`config.mk`:
```
export PLATFORM = sky130hd
export DESIGN_NAME = flit_msg_deserializer_flat
export DESIGN_NICKNAME = d
export VERILOG_FILES = /design/src/rtl/flit_msg_deserializer_pkg.sv /design/src/rtl/flit_msg_deserializer_if.sv /design/src/rtl/flit_msg_deserializer_buffer.sv /design/src/rtl/flit_msg_deserializer.sv /design/src/flat_wrapper.sv
export SDC_FILE = /design/constraint.sdc
export NUM_CORES = 1
export LEC_CHECK = 0
export CAP_MARGIN = 20
export CORE_UTILIZATION = 30
export CTS_BUF_LIST = sky130_fd_sc_hd__clkbuf_16
export DETAILED_ROUTE_END_ITERATION = 7
export RECOVER_POWER = 50
export SYNTH_ARGS = -nofsm -noshare
export SYNTH_HDL_FRONTEND = slang
export SYNTH_SLANG_ARGS = --single-unit
```
`constraint.sdc`:
```
create_clock -name clk -period 2.6 [get_ports clk]
set_clock_uncertainty 0.2 [all_clocks]
set_input_delay 0.52 -clock clk [delete_from_list [all_inputs] [get_ports clk]]
set_output_delay 0.52 -clock clk [all_outputs]
set_load 0.01 [all_outputs]
```
`src/rtl/flit_msg_deserializer_pkg.sv`:
```
// Shared encodings for the flit message deserializer: flit ctrl codes and fill-FSM states.
package flit_pkg;

    localparam logic [1:0] FLIT_RSVD = 2'b00;
    localparam logic [1:0] FLIT_HEAD = 2'b01;
    localparam logic [1:0] FLIT_BODY = 2'b10;
    localparam logic [1:0] FLIT_TAIL = 2'b11;

    typedef enum logic [1:0] {
        IDLE = 2'b00,
        BUSY = 2'b01,
        WAIT = 2'b10
    } fill_state_e;

endpackage

```
`src/rtl/flit_msg_deserializer_if.sv`:
```
// Ingress flit stream and egress message port of the flit message deserializer.
interface flit_msg_deserializer_if
    import flit_pkg::*;
#(
    parameter int FLIT_W    = 16,
    parameter int MAX_FLITS = 11,
    parameter int CNT_W     = $clog2(MAX_FLITS + 1)
);
    logic [FLIT_W-1:0]           in_flit;
    logic                        in_valid;
    logic [1:0]                  in_ctrl;
    logic                        in_ready;
    logic                        msg_valid;
    logic [FLIT_W*MAX_FLITS-1:0] msg_flits;
    logic [CNT_W-1:0]            msg_len;
    logic                        msg_err;
    logic                        msg_done;
    logic [1:0]                  fill_state;

    modport master (
        output in_flit, in_valid, in_ctrl, msg_done,
        input  in_ready, msg_valid, msg_flits, msg_len, msg_err, fill_state
    );

    modport slave (
        input  in_flit, in_valid, in_ctrl, msg_done,
        output in_ready, msg_valid, msg_flits, msg_len, msg_err, fill_state
    );
endinterface

```
`src/rtl/flit_msg_deserializer_buffer.sv`:
```
// One message buffer: flit slots written at index len, saturating length, sticky error and full flag.
module flit_msg_buffer
    import flit_pkg::*;
#(
    parameter int FLIT_W    = 16,
    parameter int MAX_FLITS = 11,
    parameter int CNT_W     = $clog2(MAX_FLITS + 1)
) (
    input  logic                        clk,
    input  logic                        rst,
    input  logic                        wr_en,
    input  logic [FLIT_W-1:0]           wr_flit,
    input  logic                        set_err,
    input  logic                        set_full,
    input  logic                        clear,
    output logic [FLIT_W*MAX_FLITS-1:0] flits,
    output logic [CNT_W-1:0]            len,
    output logic                        err,
    output logic                        full
);
    logic [MAX_FLITS-1:0] slot_sel;
    logic                 ovf;

    assign ovf = (len == CNT_W'(MAX_FLITS));

    always_comb begin
        slot_sel = '0;
        for (int k = 0; k < MAX_FLITS; k++) begin
            if (len == CNT_W'(k)) slot_sel[k] = 1'b1;
        end
    end

    always_ff @(posedge clk) begin
        if (rst || clear) begin
            flits <= '0;
            len   <= '0;
            err   <= 1'b0;
            full  <= 1'b0;
        end else begin
            // Flits past the last slot are dropped and only mark the message bad.
            if (wr_en) begin
                if (ovf) begin
                    err <= 1'b1;
                end else begin
                    for (int k = 0; k < MAX_FLITS; k++) begin
                        if (slot_sel[k]) flits[k*FLIT_W +: FLIT_W] <= wr_flit;
                    end
                    len <= len + CNT_W'(1);
                end
            end
            if (set_err)  err  <= 1'b1;
            if (set_full) full <= 1'b1;
        end
    end
endmodule

```
`src/rtl/flit_msg_deserializer.sv`:
```
// Collects flit messages into two ping-pong buffers and presents each as one wide word.
// state | meaning
// IDLE  | waiting for the first flit of a message
// BUSY  | collecting body flits until the tail
// WAIT  | next target buffer still held by the consumer
module flit_msg_deserializer
    import flit_pkg::*;
#(
    parameter int FLIT_W    = 16,
    parameter int MAX_FLITS = 11,
    parameter int CNT_W     = $clog2(MAX_FLITS + 1)
) (
    input logic                    clk,
    input logic                    rst,
    flit_msg_deserializer_if.slave bus
);
    localparam logic [1:0] ST_IDLE = IDLE;
    localparam logic [1:0] ST_BUSY = BUSY;
    localparam logic [1:0] ST_WAIT = WAIT;

    logic [1:0] state;
    logic       wr_ptr;
    logic       rd_ptr;

    logic [FLIT_W*MAX_FLITS-1:0] buf_flits [2];
    logic [CNT_W-1:0]            buf_len   [2];
    logic [1:0]                  buf_err;
    logic [1:0]                  buf_full;

    logic       accept, is_tail, head_err, rel_en, next_busy;
    logic [1:0] wr_en, set_err, set_full, clear;

    assign bus.in_ready = (state != ST_WAIT) && !buf_full[wr_ptr];
    assign accept       = bus.in_valid && bus.in_ready;
    assign is_tail      = (bus.in_ctrl == FLIT_TAIL);
    assign head_err     = (state == ST_BUSY) && (bus.in_ctrl == FLIT_HEAD);
    assign rel_en       = bus.msg_done && buf_full[rd_ptr];
    // Target after a tail may be freed in the same cycle, which keeps it accept-capable.
    assign next_busy    = buf_full[~wr_ptr] && !(rel_en && (rd_ptr == ~wr_ptr));

    always_comb begin
        wr_en    = '0;
        set_err  = '0;
        set_full = '0;
        clear    = '0;
        wr_en[wr_ptr]    = accept;
        set_err[wr_ptr]  = accept && head_err;
        set_full[wr_ptr] = accept && is_tail;
        clear[rd_ptr]    = rel_en;
    end

    for (genvar g = 0; g < 2; g++) begin : g_buf
        flit_msg_buffer #(
            .FLIT_W    (FLIT_W),
            .MAX_FLITS (MAX_FLITS),
            .CNT_W     (CNT_W)
        ) u_buf (
            .clk      (clk),
            .rst      (rst),
            .wr_en    (wr_en[g]),
            .wr_flit  (bus.in_flit),
            .set_err  (set_err[g]),
            .set_full (set_full[g]),
            .clear    (clear[g]),
            .flits    (buf_flits[g]),
            .len      (buf_len[g]),
            .err      (buf_err[g]),
            .full     (buf_full[g])
        );
    end

    always_ff @(posedge clk) begin
        if (rst) begin
            state  <= ST_IDLE;
            wr_ptr <= 1'b0;
            rd_ptr <= 1'b0;
        end else begin
            if (rel_en) rd_ptr <= ~rd_ptr;
            case (state)
                ST_IDLE, ST_BUSY: begin
                    if (accept) begin
                        if (is_tail) begin
                            wr_ptr <= ~wr_ptr;
                            state  <= next_busy ? ST_WAIT : ST_IDLE;
                        end else begin
                            state <= ST_BUSY;
                        end
                    end
                end
                ST_WAIT: if (!buf_full[wr_ptr]) state <= ST_IDLE;
                default: state <= ST_IDLE;
            endcase
        end
    end

    assign bus.msg_valid  = buf_full[rd_ptr];
    assign bus.msg_flits  = buf_flits[rd_ptr];
    assign bus.msg_len    = buf_len[rd_ptr];
    assign bus.msg_err    = buf_err[rd_ptr];
    assign bus.fill_state = state;
endmodule

```
`src/flat_wrapper.sv`:
```
// flat-port wrapper written by rule: the top's interface ports become plain ports
module flit_msg_deserializer_flat import flit_pkg::*;
#(
    parameter int FLIT_W    = 16,
    parameter int MAX_FLITS = 11,
    parameter int CNT_W     = $clog2(MAX_FLITS + 1)
)
  (clk, rst, bus_in_flit, bus_in_valid, bus_in_ctrl, bus_msg_done, bus_in_ready, bus_msg_valid, bus_msg_flits, bus_msg_len, bus_msg_err, bus_fill_state);
  flit_msg_deserializer_if #(.FLIT_W(FLIT_W), .MAX_FLITS(MAX_FLITS), .CNT_W(CNT_W)) bus_i ();
  input logic clk;
  input logic rst;
  input wire logic [$bits(bus_i.in_flit)-1:0] bus_in_flit;
  input wire logic [$bits(bus_i.in_valid)-1:0] bus_in_valid;
  input wire logic [$bits(bus_i.in_ctrl)-1:0] bus_in_ctrl;
  input wire logic [$bits(bus_i.msg_done)-1:0] bus_msg_done;
  output wire logic [$bits(bus_i.in_ready)-1:0] bus_in_ready;
  output wire logic [$bits(bus_i.msg_valid)-1:0] bus_msg_valid;
  output wire logic [$bits(bus_i.msg_flits)-1:0] bus_msg_flits;
  output wire logic [$bits(bus_i.msg_len)-1:0] bus_msg_len;
  output wire logic [$bits(bus_i.msg_err)-1:0] bus_msg_err;
  output wire logic [$bits(bus_i.fill_state)-1:0] bus_fill_state;
  assign bus_i.in_flit = bus_in_flit;
  assign bus_i.in_valid = bus_in_valid;
  assign bus_i.in_ctrl = bus_in_ctrl;
  assign bus_i.msg_done = bus_msg_done;
  assign bus_in_ready = bus_i.in_ready;
  assign bus_msg_valid = bus_i.msg_valid;
  assign bus_msg_flits = bus_i.msg_flits;
  assign bus_msg_len = bus_i.msg_len;
  assign bus_msg_err = bus_i.msg_err;
  assign bus_fill_state = bus_i.fill_state;
  flit_msg_deserializer #(.FLIT_W(FLIT_W), .MAX_FLITS(MAX_FLITS), .CNT_W(CNT_W)) u_core (.clk(clk), .rst(rst), .bus(bus_i));
endmodule
```
==> summary.txt, run 1 <==
Power
  – Pleak: 9.659 nW
  – Switching part of the total: 24.62%
  – Part of the total power dissipated in sequential elements: 46.7%
  – Int Pwr: 9.253 mW
  – Net switching power figure: 3.022 mW
  – Maximum VDD drop: 0.0004331 V
  – Overall power consumption: 12.28 mW
  – Power Density: 572.6 nW/µm²
  – Portion of total power attributed to combinational logic: 9.1%
  – Clock share of power: 44.2%

Final layout
  – Footprint of the multi-input gates: 8202 µm²
  – Most frequent standard cell in the layout excluding fill and tap cells: sky130_fd_sc_hd__dfxtp_1
  – Final Net Count: 1,883
  – Non-Filler Instances: 2,568
  – Leading cell types in the layout, fill and taps excluded: sky130_fd_sc_hd__dfxtp_1 (366), sky130_fd_sc_hd__nor2_1 (287), sky130_fd_sc_hd__mux2i_1 (275), sky130_fd_sc_hd__buf_6 (113), sky130_fd_sc_hd__mux2_4 (105)
  – Layout Area Growth over Synthesis: 33.37%
  – Share of post-route cells with drive strength above 1: 29.22%
  – Post-route cell area: 21,440 µm²
  – Filler cells: 5,122
  – Flip-flop and latch area: 7375 µm²
  – Post-Route Utilization: 40.64%

Min path
  – Worst Hold Launch: u_core.g_buf[0].u_buf.flits[35]$_SDFFE_PP0P_
  – Hold/Removal Path Class: flop to flop

Floorplan
  – Initial Util: 30.47%
  – Core footprint: 52,760 µm²
  – Die span in y: 233.5 µm
  – Number of cell rows: 84
  – Die width: 233.5 µm
  – DIE AREA: 54,520 µm²
  – Ports placed on the boundary: 207

Worst setup path
  – Crit start category: flop
  – Reg2reg setup slack: 0.09 ns
  – Timing startpoint of the critical path: u_core.rd_ptr$_SDFFE_PP0N_
  – Reg-to-reg endpoint: u_core.g_buf[1].u_buf.flits[82]$_SDFFE_PP0P_
  – Critical path peak fanout: 8
  – Largest incremental delay on the critical path: 0.41 ns
  – Data arrival time of the critical path: 1.96 ns
  – Worst Path Required: 1.88 ns
  – R2R Path Start: u_core.g_buf[1].u_buf.full$_SDFFE_PP0P_
  – Sort of element at the end of the critical path: output port
  – Critical Path Sink: bus_msg_flits[86]
  – Crit Path Category: flop to output port
  – Worst reg2reg path depth: 6
  – Crit-path cells: buf_6 > buf_12 > mux2_2 > dlygate4sd2_1
  – Slowest library cell on the worst path: sky130_fd_sc_hd__dfxtp_4

Synth
  – Mean cell area of the mapped netlist: 9.966 µm²
  – Instance count of the mapped netlist: 1,613
  – Yosys cell types: 43
  – Count of state elements after synthesis: 368
  – Post-synthesis net count: 1,643
  – Post-Syn Area: 16,080 µm²
  – Yosys warning count: 0
  – Share of the yosys chip area belonging to registers: 45.83%

Clock tree
  – Maximum level of the CTS H-tree: 2
  – CTS max path bufs: 3
  – Clock insertion delay at the later pin of the skew report: 0.56 ns
  – Clock sinks: 368
  – TritonCTS clock tree: yes
  – Cell chosen for the clock root: sky130_fd_sc_hd__clkbuf_16
  – Hold-fix buffers at CTS: 0
  – Clock-pin slew of the registers on the worst-case setup and hold paths: 0.06 ns
  – Number of clock buffers inserted by TritonCTS: 40

GRT
  – Via count of the first global-routing pass: 12,750
  – Global Route met1 Usage: 25.00%
  – Overall track demand over capacity in global routing: 18.64%
  – GR Util met2: 30.00%
  – Wire length of the first global-routing pass: 77.40 mm
  – Overflow left after global routing: 0
  – Met3 usage in global routing: 3.455%
  – GRT busiest layer: met2
  – Initial antenna violation count: 2
  – Largest net degree at the start of global routing: 77

Placed design
  – Port buffer count: 206
  – Placed cell count: 2,433
  – Post-detailed-placement half-perimeter wirelength: 31.85 mm
  – Cell area after placement: 19,180 µm²
  – Final GP Congestion: 0.7833

STA
  – Setup violators final: 75
  – Slew Viols, Final: 0
  – Final Critical Period: 2.677 ns
  – Slack of the critical path: -0.07737 ns
  – Actual transition at the worst max-transition pin: 1.030 ns
  – Relative slew slack: 31.35%
  – RSZ-0062 raised after global routing: yes
  – Final number of hold-violating endpoints: 0
  – Accumulated negative setup slack: -3.248 ns
  – Max Clock Freq: 373.5 MHz
  – Final cycle utilization of the critical path: 103.0%

Route
  – Routed wire length: 52.13 mm
  – Post-DR vias/cell: 4.935
  – Detailed Route Iter0 Violations: 766
  – Number of design rule violations left after detail routing: 30
  – Wire per inst: 20.30 µm
  – Number of nets with antenna violations after routing: 0
  – Drt first pass iters: 7
  – Vias post-DR: 12,670

Flow run
  – MaxCap Viol Count: 0

Status
  – Violations in the final reports: design-rule violations, negative setup slack
  – Status: finished with violations
==> synth_stat cells, drive strengths merged <==
cell     instances  area (µm²)
nor2           287        1077
mux2i          275        2753
ha               8       100.1
nand4bb          1       11.26
clkbuf         105       417.9
and4             1       8.760
o21ai           36       180.2
a211oi           1       7.510
mux2           181        2038
nor4            12       195.2
a31o             2       17.52
nand4            9       93.84
a2111oi          1       8.760
nor2b            4       25.02
inv              9       33.78
or4              6       60.05
o41ai            1       8.760
nand3           82       410.4
a21oi           87       435.4
or3              2       12.51
and2             1       6.260
nand3b           2       15.01
or2              2       12.52
and2b            1       10.01
dfxtp          368        7367
nor3             2       10.01
buf             49       392.9
xnor2            5       43.79
o21ba            1       10.01
nand2           64       242.7
nand2b           5       31.28
nor4b            3       38.79
==> sequential cells by signal, indices dropped and copies added (netlist names) <==
name	flops
u_core.wr_ptr	1
u_core.bus.fill_state	2
u_core.g_buf.u_buf.err	2
u_core.g_buf.u_buf.full	2
u_core.g_buf.u_buf.flits	352
u_core.g_buf.u_buf.len	8
u_core.rd_ptr	1
==> final cells by class <==
type,count,share of cell area [%]
clock buffers,40,4.669
diodes,1,0.01167
repair buffers,352,17.46
clock inverters,28,1.039
multi-input cells,1082,38.26
inverters,9,0.1576
well taps,688,4.015
flip-flops and latches,368,34.40
==> critical path, delay by kind of cell, from the launching register on <==
family | cells | cell delay [ns]
muxes | 1 | 0.37
DFF | 1 | 0.41
buffers and inverters | 3 | 0.61
==> through the flow <==
| stage | hold WS [ns] | worst slack (ns) |
|---|---|---|
| after floorplan | 0.2338 | 0.3025 |
| after global placement | 0.2398 | 0.01451 |
| after detailed placement | 0.2459 | -0.02559 |
| after CTS | 0.2554 | -0.2327 |
| after global routing | 0.2748 | -0.1197 |
| final | 0.2543 | -0.07737 |
==> power groups by stage <==
| stage | clock [mW] | sequential, mW | combinational (mW) |
|---|---|---|---|
| 2_1_floorplan | 0 | 5.84 | 0.521 |
| 5_1_grt | 5.78 | 5.74 | 1.18 |
| 6_report | 5.43 | 5.73 | 1.11 |
| 3_3_place_gp | 0 | 5.85 | 0.969 |
| 4_1_cts | 5.57 | 5.73 | 1.06 |
| 3_5_place_dp | 0 | 5.86 | 0.979 |
==> worst min path at each step <==
stage                     cells past startpoint  slack (ns)                                           end
after floorplan                               2        0.23   u_core.g_buf[0].u_buf.flits[0]$_SDFFE_PP0P_
after global placement                        2        0.24  u_core.g_buf[0].u_buf.flits[40]$_SDFFE_PP0P_
after detailed placement                      2        0.25  u_core.g_buf[0].u_buf.flits[19]$_SDFFE_PP0P_
after CTS                                     2        0.26  u_core.g_buf[0].u_buf.flits[19]$_SDFFE_PP0P_
after global routing                          2        0.27  u_core.g_buf[0].u_buf.flits[24]$_SDFFE_PP0P_
final                                         2        0.25  u_core.g_buf[0].u_buf.flits[35]$_SDFFE_PP0P_
==> layer usage <==
| layer | vias to the layer above | wire, µm | part of all wire (%) |
|---|---|---|---|
| met3 | 88 | 3212 | 6.2 |
| met2 | 390 | 24030 | 46 |
| met5 | - | 0 | 0 |
| li1 | 5993 | - | - |
| met1 | 6201 | 23430 | 45 |
| met4 | 0 | 1457 | 2.8 |
==> what timing repair did <==
item,4_1_cts,5_1_grt
endpoints found under the setup margin,183,154
buffers inserted,35,23
resized for setup,679,195
gates cloned,9,4
==> kinds of logic (layout without fill, tap and decap cells) <==
logic type	Yosys count	after routing	share of synthesized area [%]
AOI/OAI and AO/OA	129	129	4.156
xor gates and xnor gates	5	5	0.2724
adders and majority gates	8	8	0.6227
buffers and inverters	163	429	5.254
DFF	368	368	45.83
muxes	456	456	29.80
other	0	1	0
and+or+nand+nor	484	484	14.06
No activity file was read; power rests on OpenSTA's default activity.
==> inputs of run 2 (changes only) <==
--- a/config.mk
+++ b/config.mk
@@ -6,7 +6,7 @@
 export NUM_CORES = 1
 export LEC_CHECK = 0
 export CAP_MARGIN = 20
-export CORE_UTILIZATION = 30
+export CORE_UTILIZATION = 40
 export CTS_BUF_LIST = sky130_fd_sc_hd__clkbuf_16
 export DETAILED_ROUTE_END_ITERATION = 7
 export RECOVER_POWER = 50
==> run 2 against run 1 <==
Compared with the run above: largest cell class unchanged; routed wire length shrank 7.7%; sequential cell count stayed put; cell area shrank 3.0%; critical endpoint is now bus_msg_flits[22]; via count shrank 1.5%; register-to-register slack better by 0.29 ns; count of clock-buffer cells in the layout increased by 2; clock power is 1% higher; critical path type unchanged; core utilization up 12 points; the flow finishes with violations (negative setup slack); maximum frequency increased by 0.51%; highest routed layer unchanged; first-iteration DRC count down 8.1%.
==> summary.txt, run 2 (synthesized netlist as in run 1, its figures left out) <==
STA
  – Slack of the critical path: -0.06381 ns
  – Final number of hold-violating endpoints: 0
  – Max Clock Freq: 375.4 MHz
  – Final Critical Period: 2.664 ns
  – Slew Viols, Final: 0
  – Setup violators final: 7
  – Relative slew slack: 57.71%
  – Final cycle utilization of the critical path: 102.5%
  – RSZ-0062 raised after global routing: yes
  – Actual transition at the worst max-transition pin: 0.6344 ns

Clock tree
  – Clock-pin slew of the registers on the worst-case setup and hold paths: 0.06 ns
  – Clock sinks: 368
  – TritonCTS clock tree: yes
  – Hold-fix buffers at CTS: 0
  – CTS max path bufs: 3
  – Cell chosen for the clock root: sky130_fd_sc_hd__clkbuf_16
  – Maximum level of the CTS H-tree: 2
  – Number of clock buffers inserted by TritonCTS: 41
  – Clock insertion delay at the later pin of the skew report: 0.53 ns

Worst setup path
  – Cell class contributing the biggest share of worst-path delay: buffers and inverters
  – Data arrival time of the critical path: 1.94 ns
  – Critical path peak fanout: 10
  – Reg-to-reg endpoint: u_core.g_buf[0].u_buf.flits[54]$_SDFFE_PP0P_
  – Crit start category: flop
  – Crit-path cells: buf_12 > buf_4 > buf_16 > mux2_2 > clkdlybuf4s15_1
  – Reg2reg setup slack: 0.38 ns
  – Worst Path Required: 1.88 ns
  – Sort of element at the end of the critical path: output port
  – Slowest library cell on the worst path: sky130_fd_sc_hd__dfxtp_4
  – R2R Path Start: u_core.bus.fill_state[0]$_SDFFE_PP0P_
  – Largest incremental delay on the critical path: 0.43 ns
  – Bufs and invs on worst path: 4
  – Worst reg2reg path depth: 6
  – Crit Path Category: flop to output port

Flow run
  – MaxCap Viol Count: 0

Power
  – Portion of total power attributed to combinational logic: 8.5%
  – Power Density: 590.1 nW/µm²
  – Maximum VDD drop: 0.0005089 V
  – Net switching power figure: 2.935 mW
  – Pleak: 9.356 nW
  – Overall power consumption: 12.27 mW
  – Part of the total power dissipated in sequential elements: 46.8%
  – Int Pwr: 9.337 mW
  – Switching part of the total: 23.91%
  – Clock share of power: 44.8%

Floorplan
  – Ports placed on the boundary: 207
  – Number of cell rows: 73
  – Die width: 202.5 µm
  – DIE AREA: 40,990 µm²
  – Initial Util: 40.55%
  – Core footprint: 39,640 µm²
  – Die span in y: 202.5 µm

Status
  – Status: finished with violations
  – Violations in the final reports: negative setup slack

Route
  – Number of design rule violations left after detail routing: 0
  – Routed length on met2: 22.14 mm
  – Number of nets with antenna violations after routing: 0
  – Wl on met1: 22.55 mm
  – Wire per inst: 19.99 µm
  – Met3 wire length: 2.719 mm
  – Routed wire length: 48.11 mm
  – Drt first pass iters: 5
  – Post-DR vias/cell: 5.187
  – Vias post-DR: 12,490
  – Detailed Route Iter0 Violations: 704
  – Highest routed metal layer: met4

Final layout
  – Post-route cell area: 20,790 µm²
  – Share of post-route cells with drive strength above 1: 29.65%
  – Final Net Count: 1,880
  – Number of flip-flops under the largest register name: 352
  – Largest reg by FF count: u_core.g_buf.u_buf.flits
  – Non-Filler Instances: 2,407
  – Flip-flop and latch area: 7376 µm²
  – Leading cell types in the layout, fill and taps excluded: sky130_fd_sc_hd__dfxtp_1 (365), sky130_fd_sc_hd__nor2_1 (287), sky130_fd_sc_hd__mux2i_1 (275), sky130_fd_sc_hd__mux2_2 (123), sky130_fd_sc_hd__a21oi_1 (87)
  – Footprint of the multi-input gates: 8113 µm²
  – Most frequent standard cell in the layout excluding fill and tap cells: sky130_fd_sc_hd__dfxtp_1
  – Diodes inserted: 0
  – Top Registers: u_core.g_buf.u_buf.flits x352, u_core.g_buf.u_buf.len x8
  – Filler cells: 3,619
  – Layout Area Growth over Synthesis: 29.36%

Min path
  – WHS Endpoint: u_core.g_buf[0].u_buf.flits[26]$_SDFFE_PP0P_
  – Hold/Removal Path Class: flop to flop
  – Number of cells on the worst hold path: 2
  – Worst Hold Launch: u_core.g_buf[0].u_buf.flits[26]$_SDFFE_PP0P_

GRT
  – Largest net degree at the start of global routing: 83
  – Initial antenna violation count: 0
  – Via count of the first global-routing pass: 12,220
  – Overflow left after global routing: 0
  – Wire length of the first global-routing pass: 73.98 mm
  – Overall track demand over capacity in global routing: 23.10%

Placed design
  – Port buffer count: 206
  – Post-detailed-placement half-perimeter wirelength: 28.88 mm
  – Placed cell count: 2,275
  – Cell area after placement: 19,120 µm²
  – Final GP Congestion: 0.8116
[run 2: changes by cell type in the layout (fill, tap and decap cells not counted), moves of 7 or more]
cell / before / now
sky130_fd_sc_hd__mux2_4: 105 / 57
sky130_fd_sc_hd__buf_12: 27 / 45
sky130_fd_sc_hd__dlymetal6s2s_1: 10 / 0
sky130_fd_sc_hd__mux2_2: 75 / 123
sky130_fd_sc_hd__buf_2: 28 / 46
sky130_fd_sc_hd__clkbuf_2: 21 / 76
sky130_fd_sc_hd__buf_6: 113 / 26
sky130_fd_sc_hd__dlygate4sd2_1: 21 / 7
sky130_fd_sc_hd__clkinv_1: 4 / 11
sky130_fd_sc_hd__clkdlybuf4s15_1: 0 / 22
[run 2: metrics by stage]
step                      utilization [%]  setup slack (ns)  TNS (ns)  hold WS (ns)
after CTS                           52.08           -0.1535    -8.436        0.2544
after global placement              48.25          -0.02203   -0.2253        0.2398
after global routing                52.46           -0.1051    -1.835        0.2677
final                               52.46          -0.06381   -0.2098        0.2531
after detailed placement            48.25          -0.04113    -1.132        0.2466
after floorplan                         -            0.3025         0        0.2338
[run 2: per-layer routing]
layer	global-route usage (%)	vias up
li1	-	6014
met1	32.22	6090
met2	37.37	328
met3	4.093	53
met4	4.565	0
met5	0	-
[run 2: power by group through the flow]
| stage | clock network (mW) | logic [mW] | registers, mW |
|---|---|---|---|
| after floorplan | 0 | 0.521 | 5.84 |
| after global placement | 0 | 0.956 | 5.86 |
| after detailed placement | 0 | 0.962 | 5.87 |
| after CTS | 5.61 | 1.02 | 5.74 |
| after global routing | 5.89 | 1.11 | 5.74 |
| final | 5.49 | 1.04 | 5.74 |
[run 2: area by class of cell]
class                      instances  area share [%]
sequential                       368           35.47
multi-input combinational       1083           39.01
tap                              525           3.159
inverter                           9          0.1625
clock buffer                      42           5.054
timing repair buffer             347           16.05
clock inverter                    33           1.089
[run 2: how the worst max path moves through the flow]
| stage | startpoint | endpoint | slack [ns] | cells past startpoint |
|---|---|---|---|---|
| after global routing | u_core.rd_ptr$_SDFFE_PP0N_ | bus_msg_flits[22] | -0.11 | 5 |
| after CTS | u_core.rd_ptr$_SDFFE_PP0N_ | bus_msg_flits[107] | -0.15 | 4 |
| final | u_core.rd_ptr$_SDFFE_PP0N_ | bus_msg_flits[22] | -0.06 | 5 |
| after global placement | bus_in_valid | u_core.g_buf[0].u_buf.flits[63]$_SDFFE_PP0P_ | -0.02 | 8 |
| after floorplan | u_core.rd_ptr$_SDFFE_PP0N_ | bus_msg_flits[22] | 0.30 | 4 |
| after detailed placement | bus_in_valid | u_core.g_buf[0].u_buf.flits[40]$_SDFFE_PP0P_ | -0.04 | 8 |
[run 2: worst register-to-register path, cell delays in order, from the launching register on]
cell	delay [ns]
sky130_fd_sc_hd__dfxtp_1	0.43
sky130_fd_sc_hd__and2b_4	0.23
sky130_fd_sc_hd__buf_4	0.20
sky130_fd_sc_hd__or4_1	0.52
sky130_fd_sc_hd__buf_4	0.21
sky130_fd_sc_hd__o21ai_0	0.22
sky130_fd_sc_hd__a21oi_1	0.09
[run 2: repair_timing]
action,CTS,global route
resized for setup,463,241
gates cloned,7,3
endpoints found under the setup margin,183,129
setup buffers,30,23
hold endpoints to repair,0,0
==> inputs of run 3 (changes only) <==
--- a/config.mk
+++ b/config.mk
@@ -9,6 +9,8 @@
 export CORE_UTILIZATION = 40
 export CTS_BUF_LIST = sky130_fd_sc_hd__clkbuf_16
 export DETAILED_ROUTE_END_ITERATION = 7
+export GPL_TIMING_DRIVEN = 0
+export PLACE_DENSITY = 0.69
 export RECOVER_POWER = 50
 export SYNTH_ARGS = -nofsm -noshare
 export SYNTH_HDL_FRONTEND = slang
==> run 3 against run 2 <==
Compared with the run above: the run still ends with negative setup slack left; global-route usage rose by 3.4 points; hold slack improved by 0.0024 ns; die area did not move; critical path depth rose by 2; combinational power rose by 16%; sequential cell count did not move; clock power fell by 3.8%; worst setup slack got worse by 0.15 ns; sequential share of layout area fell by 2.3 points; critical endpoint is now bus_msg_flits[61].
==> summary.txt, run 3 (synthesized netlist as in run 1, its figures left out) <==
Worst setup path
  – Crit Path Category: flop to output port
  – Crit start category: flop
  – Sort of element at the end of the critical path: output port
  – Data arrival time of the critical path: 2.09 ns
  – Critical path peak fanout: 7
  – Worst Path Required: 1.88 ns

Final layout
  – Number of flip-flops under the largest register name: 352
  – Final Net Count: 1,967
  – Diodes inserted: 0
  – Share of post-route cells with drive strength above 1: 28.62%
  – Top Registers: u_core.g_buf.u_buf.flits x352, u_core.g_buf.u_buf.len x8
  – Largest reg by FF count: u_core.g_buf.u_buf.flits
  – Layout Area Growth over Synthesis: 38.28%
  – Leading cell types in the layout, fill and taps excluded: sky130_fd_sc_hd__dfxtp_1 (365), sky130_fd_sc_hd__nor2_1 (287), sky130_fd_sc_hd__mux2i_1 (275), sky130_fd_sc_hd__buf_6 (180), sky130_fd_sc_hd__mux2_4 (133)
  – Footprint of the multi-input gates: 8418 µm²
  – Post-route cell area: 22,230 µm²
  – Filler cells: 3,292
  – Most frequent standard cell in the layout excluding fill and tap cells: sky130_fd_sc_hd__dfxtp_1
  – Post-Route Utilization: 56.08%
  – Flip-flop and latch area: 7373 µm²
  – Non-Filler Instances: 2,492

Placed design
  – Port buffer count: 206
  – Final GP Congestion: 0.8962
  – Post-detailed-placement half-perimeter wirelength: 36.87 mm
  – Cell area after placement: 18,790 µm²
  – Setup WS pre-CTS: -0.9104 ns
  – Placed cell count: 2,344

Floorplan
  – Die span in y: 202.5 µm
  – Die width: 202.5 µm
  – Initial Util: 40.55%
  – DIE AREA: 40,990 µm²
  – Ports placed on the boundary: 207
  – Core footprint: 39,640 µm²
  – Number of cell rows: 73

STA
  – Hold slack: 0.2555 ns
  – Max Clock Freq: 355.2 MHz
  – Actual transition at the worst max-transition pin: 0.9204 ns
  – Setup violators final: 134
  – Relative slew slack: 38.64%
  – Slew Viols, Final: 0
  – Final Critical Period: 2.815 ns
  – Final number of hold-violating endpoints: 0
  – Slack of the critical path: -0.2150 ns
  – RSZ-0062 raised after global routing: yes
  – Final cycle utilization of the critical path: 108.3%
  – Accumulated negative setup slack: -12.15 ns

Route
  – Routed length on met2: 25.41 mm
  – Met3 wire length: 4.572 mm
  – Drt first pass iters: 5
  – Routed wire length: 56.48 mm
  – Wire per inst: 22.66 µm
  – Number of design rule violations left after detail routing: 0
  – Highest routed metal layer: met4
  – Vias post-DR: 13,620
  – Number of nets with antenna violations after routing: 0
  – Post-DR vias/cell: 5.465
  – Wl on met1: 24.19 mm
  – Detailed Route Iter0 Violations: 1,249

GRT
  – Overall track demand over capacity in global routing: 26.49%
  – Overflow left after global routing: 0
  – Via count of the first global-routing pass: 13,130
  – Wire length of the first global-routing pass: 82.26 mm
  – Largest net degree at the start of global routing: 14
  – Initial antenna violation count: 0

Status
  – Violations in the final reports: negative setup slack
  – Status: finished with violations

Clock tree
  – Cell chosen for the clock root: sky130_fd_sc_hd__clkbuf_16
  – TritonCTS clock tree: yes
  – Maximum level of the CTS H-tree: 2
  – Clock sinks: 368
  – Hold-fix buffers at CTS: 0
  – Clock insertion delay at the later pin of the skew report: 0.53 ns
  – Clock-pin slew of the registers on the worst-case setup and hold paths: 0.06 ns
  – Number of clock buffers inserted by TritonCTS: 40
  – CTS max path bufs: 3

Power
  – Power Density: 550.0 nW/µm²
  – Overall power consumption: 12.23 mW
  – Maximum VDD drop: 0.0004785 V
  – Pleak: 10.29 nW

Flow run
  – MaxCap Viol Count: 0

Min path
  – Hold/Removal Path Class: flop to flop
## run 3: worst max-delay path: stages, from the launching register on
cell                        delay [ns]
sky130_fd_sc_hd__dfxtp_4          0.36
sky130_fd_sc_hd__buf_12           0.14
sky130_fd_sc_hd__clkbuf_16        0.17
sky130_fd_sc_hd__buf_12           0.14
sky130_fd_sc_hd__clkbuf_16        0.16
sky130_fd_sc_hd__buf_6            0.12
sky130_fd_sc_hd__mux2_4           0.33
sky130_fd_sc_hd__buf_6            0.13
## run 3: routing by layer
metal | GRT usage, % | up-vias
met4 | 10.47 | 0
li1 | - | 6170
met1 | 35.86 | 6619
met3 | 4.045 | 119
met2 | 42.25 | 712
met5 | 0 | -
## run 3: final cells by class
| class | instances | share of cell area [%] |
|---|---|---|
| clock inverter | 32 | 0.8781 |
| tap | 525 | 2.955 |
| multi-input combinational | 1082 | 37.87 |
| sequential | 368 | 33.17 |
| timing repair buffer | 290 | 15.49 |
| inverter | 9 | 0.1520 |
| clock buffer | 40 | 4.503 |
| buffer | 146 | 4.981 |
## run 3: worst paths after layout
kind / startpoint / endpoint / slack, ns / cells past startpoint
max reg2reg: u_core.g_buf[0].u_buf.full$_SDFFE_PP0P_ / u_core.g_buf[0].u_buf.flits[119]$_SDFFE_PP0P_ / -0.05 / 5
min reg2reg: u_core.g_buf[0].u_buf.flits[31]$_SDFFE_PP0P_ / u_core.g_buf[0].u_buf.flits[31]$_SDFFE_PP0P_ / 0.26 / 2
max: u_core.rd_ptr$_SDFFE_PP0N_ / bus_msg_flits[61] / -0.21 / 7
min: u_core.g_buf[0].u_buf.flits[31]$_SDFFE_PP0P_ / u_core.g_buf[0].u_buf.flits[31]$_SDFFE_PP0P_ / 0.26 / 2
## run 3: power breakdown
part | switching [mW] | internal [mW] | leakage, nW
sequential | 0.0370 | 5.70 | 2.97
combinational | 0.731 | 0.480 | 6.71
clock | 2.37 | 2.91 | 0.613
total | 3.14 | 9.09 | 10.3
## run 3: timing repair
item / in CTS / in global routing
setup endpoints to repair: 225 / 293
gates cloned: 14 / 1
pin swaps: 1 / 3
gates resized for setup: 882 / 177
buffers inserted: 50 / 27
hold endpoints to repair: 0 / 0
